`src/rtl/tow_pkg.sv`:
```
// Shared types and constants for the tug-of-war game engine.
package tow_pkg;

  typedef enum logic [1:0] {
    PLAY,
    PAUSE,
    GAME_OVER
  } tow_state_t;

  localparam logic [1:0] WIN_NONE = 2'b00;
  localparam logic [1:0] WIN_L    = 2'b01;
  localparam logic [1:0] WIN_R    = 2'b10;

  // XNOR feedback taps for the 10-bit computer-player LFSR (lock-up state is all ones)
  localparam int unsigned LFSR_TAP_HI = 9;
  localparam int unsigned LFSR_TAP_LO = 6;

endpackage

```
`src/rtl/tug_of_war_core_key_edge.sv`:
```
// Rising-edge detector for a synchronous button level: one pulse per press.
module key_edge (
  input  logic Clock,
  input  logic Reset,
  input  logic level,
  output logic pulse
);

  logic level_q;

  always_ff @(posedge Clock or posedge Reset) begin
    if (Reset) level_q <= 1'b0;
    else       level_q <= level;
  end

  assign pulse = level & ~level_q;

endmodule

```
`src/rtl/tug_of_war_core.sv`:
```
// Tug-of-war game engine: single position register, round/score FSM and an
// optional LFSR-driven computer opponent on the right side.
module tug_of_war_core
  import tow_pkg::*;
#(
  parameter int unsigned NUM_LIGHTS   = 9,
  parameter int unsigned WIN_SCORE    = 7,
  parameter int unsigned SCORE_W      = 3,
  parameter int unsigned PAUSE_CYCLES = 4,
  parameter int unsigned LFSR_W       = 10
) (
  input  logic                  Clock,
  input  logic                  Reset,
  input  logic                  key_l,
  input  logic                  key_r,
  input  logic                  cpu_en,
  input  logic                  cpu_tick,
  input  logic [LFSR_W-1:0]     difficulty,
  output logic [NUM_LIGHTS-1:0] leds,
  output logic [SCORE_W-1:0]    score_l,
  output logic [SCORE_W-1:0]    score_r,
  output logic                  round_done,
  output logic [1:0]            winner
);

  localparam int unsigned POS_W = $clog2(NUM_LIGHTS);
  localparam int unsigned CNT_W = (PAUSE_CYCLES > 1) ? $clog2(PAUSE_CYCLES) : 1;
  localparam logic [POS_W-1:0]   POS_C      = POS_W'((NUM_LIGHTS - 1) / 2);
  localparam logic [POS_W-1:0]   POS_MAX    = POS_W'(NUM_LIGHTS - 1);
  localparam logic [SCORE_W-1:0] SCORE_WIN  = SCORE_W'(WIN_SCORE);
  localparam logic [CNT_W-1:0]   PAUSE_LOAD = CNT_W'(PAUSE_CYCLES - 1);

  tow_state_t          state, state_d;
  logic [POS_W-1:0]    pos, pos_d;
  logic [CNT_W-1:0]    cnt, cnt_d;
  logic [SCORE_W-1:0]  score_l_d, score_r_d;
  logic [1:0]          winner_d;
  logic                round_done_d;
  logic [NUM_LIGHTS-1:0] leds_d;
  logic [LFSR_W-1:0]   lfsr;
  logic                p_l, p_r, e_l, e_r;

  key_edge u_edge_l (.Clock(Clock), .Reset(Reset), .level(key_l), .pulse(p_l));
  key_edge u_edge_r (.Clock(Clock), .Reset(Reset), .level(key_r), .pulse(p_r));

  assign e_l = p_l;
  assign e_r = cpu_en ? (cpu_tick & (lfsr < difficulty)) : p_r;

  always_ff @(posedge Clock or posedge Reset) begin
    if (Reset) lfsr <= '0;
    else       lfsr <= {lfsr[LFSR_W-2:0], ~(lfsr[LFSR_TAP_HI] ^ lfsr[LFSR_TAP_LO])};
  end

  always_ff @(posedge Clock or posedge Reset) begin
    if (Reset) begin
      state      <= PLAY;
      pos        <= POS_C;
      cnt        <= '0;
      score_l    <= '0;
      score_r    <= '0;
      winner     <= WIN_NONE;
      round_done <= 1'b0;
      leds       <= NUM_LIGHTS'(1) << POS_C;
    end else begin
      state      <= state_d;
      pos        <= pos_d;
      cnt        <= cnt_d;
      score_l    <= score_l_d;
      score_r    <= score_r_d;
      winner     <= winner_d;
      round_done <= round_done_d;
      leds       <= leds_d;
    end
  end

  always_comb begin
    state_d      = state;
    pos_d        = pos;
    cnt_d        = cnt;
    score_l_d    = score_l;
    score_r_d    = score_r;
    winner_d     = winner;
    round_done_d = 1'b0;
    unique case (state)
      PLAY: begin
        if (e_l && !e_r) begin
          if (pos == POS_MAX) begin
            score_l_d    = score_l + SCORE_W'(1);
            round_done_d = 1'b1;
            if (score_l_d == SCORE_WIN) begin
              state_d  = GAME_OVER;
              winner_d = WIN_L;
            end else begin
              state_d = PAUSE;
              cnt_d   = PAUSE_LOAD;
            end
          end else begin
            pos_d = pos + POS_W'(1);
          end
        end else if (e_r && !e_l) begin
          if (pos == '0) begin
            score_r_d    = score_r + SCORE_W'(1);
            round_done_d = 1'b1;
            if (score_r_d == SCORE_WIN) begin
              state_d  = GAME_OVER;
              winner_d = WIN_R;
            end else begin
              state_d = PAUSE;
              cnt_d   = PAUSE_LOAD;
            end
          end else begin
            pos_d = pos - POS_W'(1);
          end
        end
      end
      PAUSE: begin
        if (cnt == '0) begin
          state_d = PLAY;
          pos_d   = POS_C;
        end else begin
          cnt_d = cnt - CNT_W'(1);
        end
      end
      GAME_OVER: ;
      default: state_d = PLAY;
    endcase
  end

  // LEDs are registered from next-state values so a move shows at the same edge
  always_comb begin
    leds_d = '0;
    if (state_d == PLAY) leds_d = NUM_LIGHTS'(1) << pos_d;
  end

endmodule

```
`config.mk`:
```
export PLATFORM = sky130hd
export DESIGN_NAME = tug_of_war_core
export DESIGN_NICKNAME = d
export VERILOG_FILES = /design/src/rtl/tow_pkg.sv /design/src/rtl/tug_of_war_core_key_edge.sv /design/src/rtl/tug_of_war_core.sv
export SDC_FILE = /design/constraint.sdc
export NUM_CORES = 1
export LEC_CHECK = 0
export CAP_MARGIN = 20
export CORE_UTILIZATION = 30
export DETAILED_ROUTE_END_ITERATION = 16
export PLACE_DENSITY = 0.5
export REMOVE_ABC_BUFFERS = 1
export SYNTH_ARGS = -nofsm -noshare
export SYNTH_HDL_FRONTEND = slang
export SYNTH_HIERARCHICAL = 1
export SYNTH_SLANG_ARGS = --single-unit
```
`constraint.sdc`:
```
create_clock -name Clock -period 4.15 [get_ports Clock]
set_clock_uncertainty 0.05 [all_clocks]
set_input_delay 0.83 -clock Clock [delete_from_list [all_inputs] [get_ports Clock]]
set_output_delay 0.83 -clock Clock [all_outputs]
set_load 0.01 [all_outputs]
```
* Word-level counts from Yosys, hierarchy flattened
Cells that the tools add are included.
** Word-level totals
- Register bits after elaboration :: 38
- Input bits :: 16
- Output and inout port bits :: 18
- Logic and storage cells :: 90
** Cells by class
- Add/subtract/negate cells :: 5
- Magnitude comparators :: 1
- Eq/ne operators :: 13
- Shifts and indexed selects :: 1
- Mux-type cells :: 35
- Bitwise gates (word level) :: 8
- Reductions and logical operators :: 16
** Operator list (count)
- 2-bit two-way mux :: 20
- 4-bit two-way mux :: 5
- 3-bit != test (second input constant) :: 5
- 10-bit less-than comparator :: 1
- 9-bit two-way mux :: 1
- 1-bit by 4-bit << shifter with 9-bit output (first input constant) :: 1
- 4-bit one-hot mux with 2 select lines :: 1
- 2-bit nonzero test :: 4
- 7-bit AND reduction :: 1
- 3-bit by 1-bit adder with 3-bit output (second input constant) :: 2
- 3-bit == test (second input constant) :: 2
- 2-bit zero test :: 3
- 1-bit two-way mux :: 6
- 2-bit one-hot mux with 3 select lines :: 1
- 6-bit AND reduction :: 1
- 4-bit by 1-bit adder with 4-bit output (second input constant) :: 1
- 4-bit == test (second input constant) :: 1
- 4-bit zero test :: 1
- 2-bit by 1-bit != test with 1-bit output (second input constant) :: 2
- 1-bit NOT :: 4
- 2-bit one-hot mux with 2 select lines :: 1
- 4-bit AND reduction :: 1
- 4-bit by 1-bit subtractor with 4-bit output (second input constant) :: 1
- 1-bit AND :: 3
- 8 further kinds :: 10

* Depth between registers and ports, before layout
- Word-level depth :: 9
- Mapped depth :: 15
- Mapped depth without buffers :: 14

* Cells and area by module
The synthesis kept the hierarchy.
** By module, submodules not included
- tug_of_war_core :: instances 1, cells an instance 193, area an instance 2024.4 µm², sequential area each 903.4 µm²
- key_edge :: instances 2, cells an instance 3, area an instance 42.5 µm², sequential area each 25.0 µm²

* Worst setup path after synthesis
No wires, ideal clock.
- Kind :: input-to-reg
- From :: in difficulty[1]
- To :: reg leds[2]
- Setup time :: 0.105 ns
- Arrival time :: 3.248 ns
- Data required time :: 3.995 ns
- Path slack :: 0.747 ns
- Stages on the path :: 13
- Buffers on the path :: 1
- Cells stage by stage :: inv_1 ha_1 a21o_1 a211oi_1 or3_1 a221oi_1 ha_1 buf_6 xnor2_1 a21oi_1 mux2i_1 o22ai_4 nor4b_1
** Between the ends
- Longest elaborated chain between the ends :: 9
- Elaborated cells between the ends (all ways) :: 15
- Classes of those cells :: order compare: 1; shift: 1; mux: 8; bitwise: 1; reduce/logical: 4
** RTL lines
- from (decl) :: RTL line tug_of_war_core.sv:18 : input logic [LFSR_W-1:0] difficulty,
- 10-bit less-than comparator (*) :: RTL line tug_of_war_core.sv:47 : assign e_r = cpu_en ? (cpu_tick & (lfsr < difficulty)) : p_r;
- 1-bit AND (*) :: RTL line tug_of_war_core.sv:47
- 1-bit two-way mux (*) :: RTL line tug_of_war_core.sv:47
- 1-bit logical AND or 1-bit zero test (tied branches) :: RTL line tug_of_war_core.sv:100, tug_of_war_core.sv:86
- 4-bit two-way mux or 1-bit logical AND (tied branches) :: RTL line tug_of_war_core.sv:100, tug_of_war_core.sv:86
- 4-bit two-way mux (*) :: RTL line tug_of_war_core.sv:86 : if (e_l && !e_r) begin
- 4-bit one-hot mux with 2 select lines (*) :: RTL line tug_of_war_core.sv:84 : unique case (state)
- via pos_d[0] :: RTL line tug_of_war_core.sv:34 : logic [POS_W-1:0] pos, pos_d;
- 1-bit by 4-bit << shifter with 9-bit output (*) :: RTL line tug_of_war_core.sv:132 : if (state_d == PLAY) leds_d = NUM_LIGHTS'(1) << pos_d;
- 9-bit two-way mux (*) :: RTL line tug_of_war_core.sv:132
- via leds_d[2] :: RTL line tug_of_war_core.sv:39 : logic [NUM_LIGHTS-1:0] leds_d;
- to (signal assigned) :: RTL line tug_of_war_core.sv:63 : leds <= NUM_LIGHTS'(1) << POS_C;
- to (signal assigned) :: RTL line tug_of_war_core.sv:72 : leds <= leds_d;
- to (decl) :: RTL line tug_of_war_core.sv:19 : output logic [NUM_LIGHTS-1:0] leds,
The timed path passes the listed nets; every way through them passes the cells marked *.
A chain may end at the register's enable or synchronous reset.

* Worst setup path in the final report
- From :: in difficulty[1]
- To :: reg leds[3]
The elaborated chain is that of the path after synthesis.

==> impl_results.md <==
* Outcome: completed
* CTS Root Cell: clkbuf_8
* Final Hold Viols at 0
* Most common cell in the synthesized netlist: dfrtp_1
* Initial antenna violation count at 0
* Clk_lat worst skew at 0.29 ns
* Detailed-router iteration count before antenna repair at 4
* Commonest cells in the synthesized netlist: dfrtp_1, inv_1, ha_1
* Internal power at 642 uW
* Placed wire-length estimate at 2990 um
* Setup TNS at 0 ns
* Pre-CTS WS at 0.0179 ns
* Utilization after layout at 0.399
* Cell Area, Placed at 2570 um^2
* Ant. Diodes at 0
* Slowest-stage cell, CP: clkdlybuf4s50_1
* Design area at 2710 um^2
* Pins Over Slew Limit at 0
* Crit. End Element: flop
* H-tree Lvls at 2
* Slew HR at 0.457
* GRT Total Usage at 0.122
* Synth Flop Type: dfrtp_1
* Leak pwr at 0.00122 uW
* Layout fillers at 660
* Cell accounting for the most synthesized area: dfrtp_1
* Routed vias/inst at 4.50
* CTS tree: built
* Pin count of the biggest net entering global routing at 22
* Max-cap violation count at 0
* Peak supply drop at 111 uV
* Multi-input gate area at 1020 um^2
* Clock power share at 0.469
* Post-route ant nets at 0
* Core ar. at 6790 um^2
* CP max stage delay at 0.45 ns
* Synthesis-to-layout area growth at 28.6%
* FFs w/ async S/R, synth at 1.00
* I/O Buffers at 33
* Yosys warnings at 6
* Distinct cell type count after synthesis at 49
* CTS Sinks at 38
* Seq/Total Area, Yosys at 0.452
* CTS resizes at 0
* Fmax at 0.264 GHz
* Storage cell area at 953 um^2
* Initial drt markers at 98
* Die Area at 7370 um^2
* WL final at 3850 um
* Top cell type's share of synthesized area at 0.427
* Hold Crit Class: reg2reg
* Cells along the critical path: clkdlybuf4s50_1 > inv_1 > ha_1 > a21o_1 > a211oi_1 > or3_1 > a221o_1 > ha_1 > nor2b_1 > a211o_1 > o211ai_1 > nand3b_4 > and4b_1
* Worst-margin pin slew at 0.813 ns
* Synthesized area at 2110 um^2
* Hold slack at 0.329 ns
* Critical Path RT at 4.29 ns
* Combinational group share of total power at 0.071
* Grt ovf at 0
* Die height at 85.9 um
* Starting Density at 0.310
* RSZ-0062 raised after global routing: false
* Synth Register Bits at 38
* First-pass GRT wire length at 7070 um
* GPL Wtd Cong at 0.797
* Pwr per Cell Area at 298 nW/um^2
* Final nets at 274
* Detailed-route DRC error count at 0
* Final setup vio count at 0
* Synth top area cells: dfrtp_1, ha_1, inv_1, nor2_1, dfstp_2
* Num CTS Buffers at 5
* Bufs on Longest Clock Path at 2
* Vias in the first global route at 1,536
* Drt wl/cell at 11.4 um
* P_sw at 167 uW
* CTS Hold Bufs at 0
* Die X at 85.9 um
* IO Pins at 34
* Syn_area_per_cell at 10.6 um^2
* Min Clock Period, post-route at 3.79 ns
* Share of cells above drive strength 1 at 0.113
* EDFF count, synth at 0
* Post-Syn Instances at 199
* Tcrit/Tclk final at 0.914
* Switch share at 0.207
* Sequential Power Share at 0.460
* DR vias at 1,513
* CP Launch Type: input port
* Critical Path AT at 3.93 ns
* Final WS setup at 0.356 ns
* Post-CTS Setup Repair Bufs at 0
* Critical-path maximum fanout at 8
* WS Path Type: in2reg
* Clock slew at reported path FFs at 0.08 ns
* CP most frequent cell: ha_1
* Rows at 30
## final cells by class
type	instances	area share
sequential	38	0.351
timing repair buffer	39	0.143
inverter	25	0.0346
tap	96	0.0443
multi-input combinational	130	0.376
clock inverter	3	0.0254
clock buffer	5	0.0254
## cell usage in the layout, fill, tap and decap left out, types with 4 or more instances in the layout
cell             Yosys  layout
xnor2_1              5       5
buf_4                0       5
dfrtp_1             36      36
nor2b_1              7       7
clkbuf_8             0       5
nand2b_1             4       4
a21oi_1              7       7
clkdlybuf4s50_1      0      33
o21ai_0              8       8
nor3b_1              4       4
inv_1               25      25
ha_1                19      19
nand2_1              9       9
nor2_1              15      15
## critical path, delay by kind of cell
kind | cells | cell delay [ns]
adder cells (fa/ha/maj) | 2 | 0.50
AO/OA/AOI/OAI | 5 | 1.12
buffers and inverters | 2 | 0.49
AND/OR/NAND/NOR | 4 | 0.99
## state kept, by name, summed over array words and instances (netlist names)
register	flops
cnt	2
state	2
round_done	1
leds	9
lfsr	10
u_edge_r/level_q	1
pos	4
score_r	3
score_l	3
u_edge_l/level_q	1
winner	2
## metrics by stage
step           instances  total power (uW)
2_1_floorplan        193               411
4_1_cts              336               825
6_report             336               809
5_1_grt              336               848
3_5_place_dp         328               438
3_3_place_gp         328               438
## cell families (layout without fill, tap and decap cells)
family	after synthesis	count (layout)	share of synthesized area
simple gates	64	64	0.187
compound gates	36	36	0.135
xor+xnor	8	8	0.0332
flops	38	38	0.452
mux	3	3	0.0154
fa+ha+maj	19	19	0.113
buf+inv	31	72	0.0646
## power by group through the flow
stage | clock, uW | combinational (uW) | sequential [uW]
after global placement | 0 | 59.1 | 379
after global routing | 410 | 65.7 | 372
after floorplan | 0 | 32.0 | 379
final | 379 | 57.6 | 372
after CTS | 395 | 58.9 | 372
after detailed placement | 0 | 58.7 | 379
## metal layers
metal | track usage | vias to the layer above | share of wire
met1 | 0.168 | 703 | 0.49
met2 | 0.177 | 32 | 0.45
li1 | - | 770 | -
met3 | 0.0289 | 8 | 0.041
met5 | 0 | - | 0
met4 | 0.0636 | 0 | 0.023
## final timing paths
check	slack, ns	start	to	depth (start not counted)
worst max-delay path	0.36	difficulty[1]	leds[3]	13
worst min-delay path	0.33	lfsr[0]	lfsr[1]	0
worst max register to register	0.95	lfsr[6]	leds[3]	10
worst min register to register	0.33	lfsr[0]	lfsr[1]	0
max in group asynchronous	2.33	Reset	leds[4]	3
min in group asynchronous	0.68	Reset	u_edge_r/level_q	2
Power figures use the tool's default switching activity.
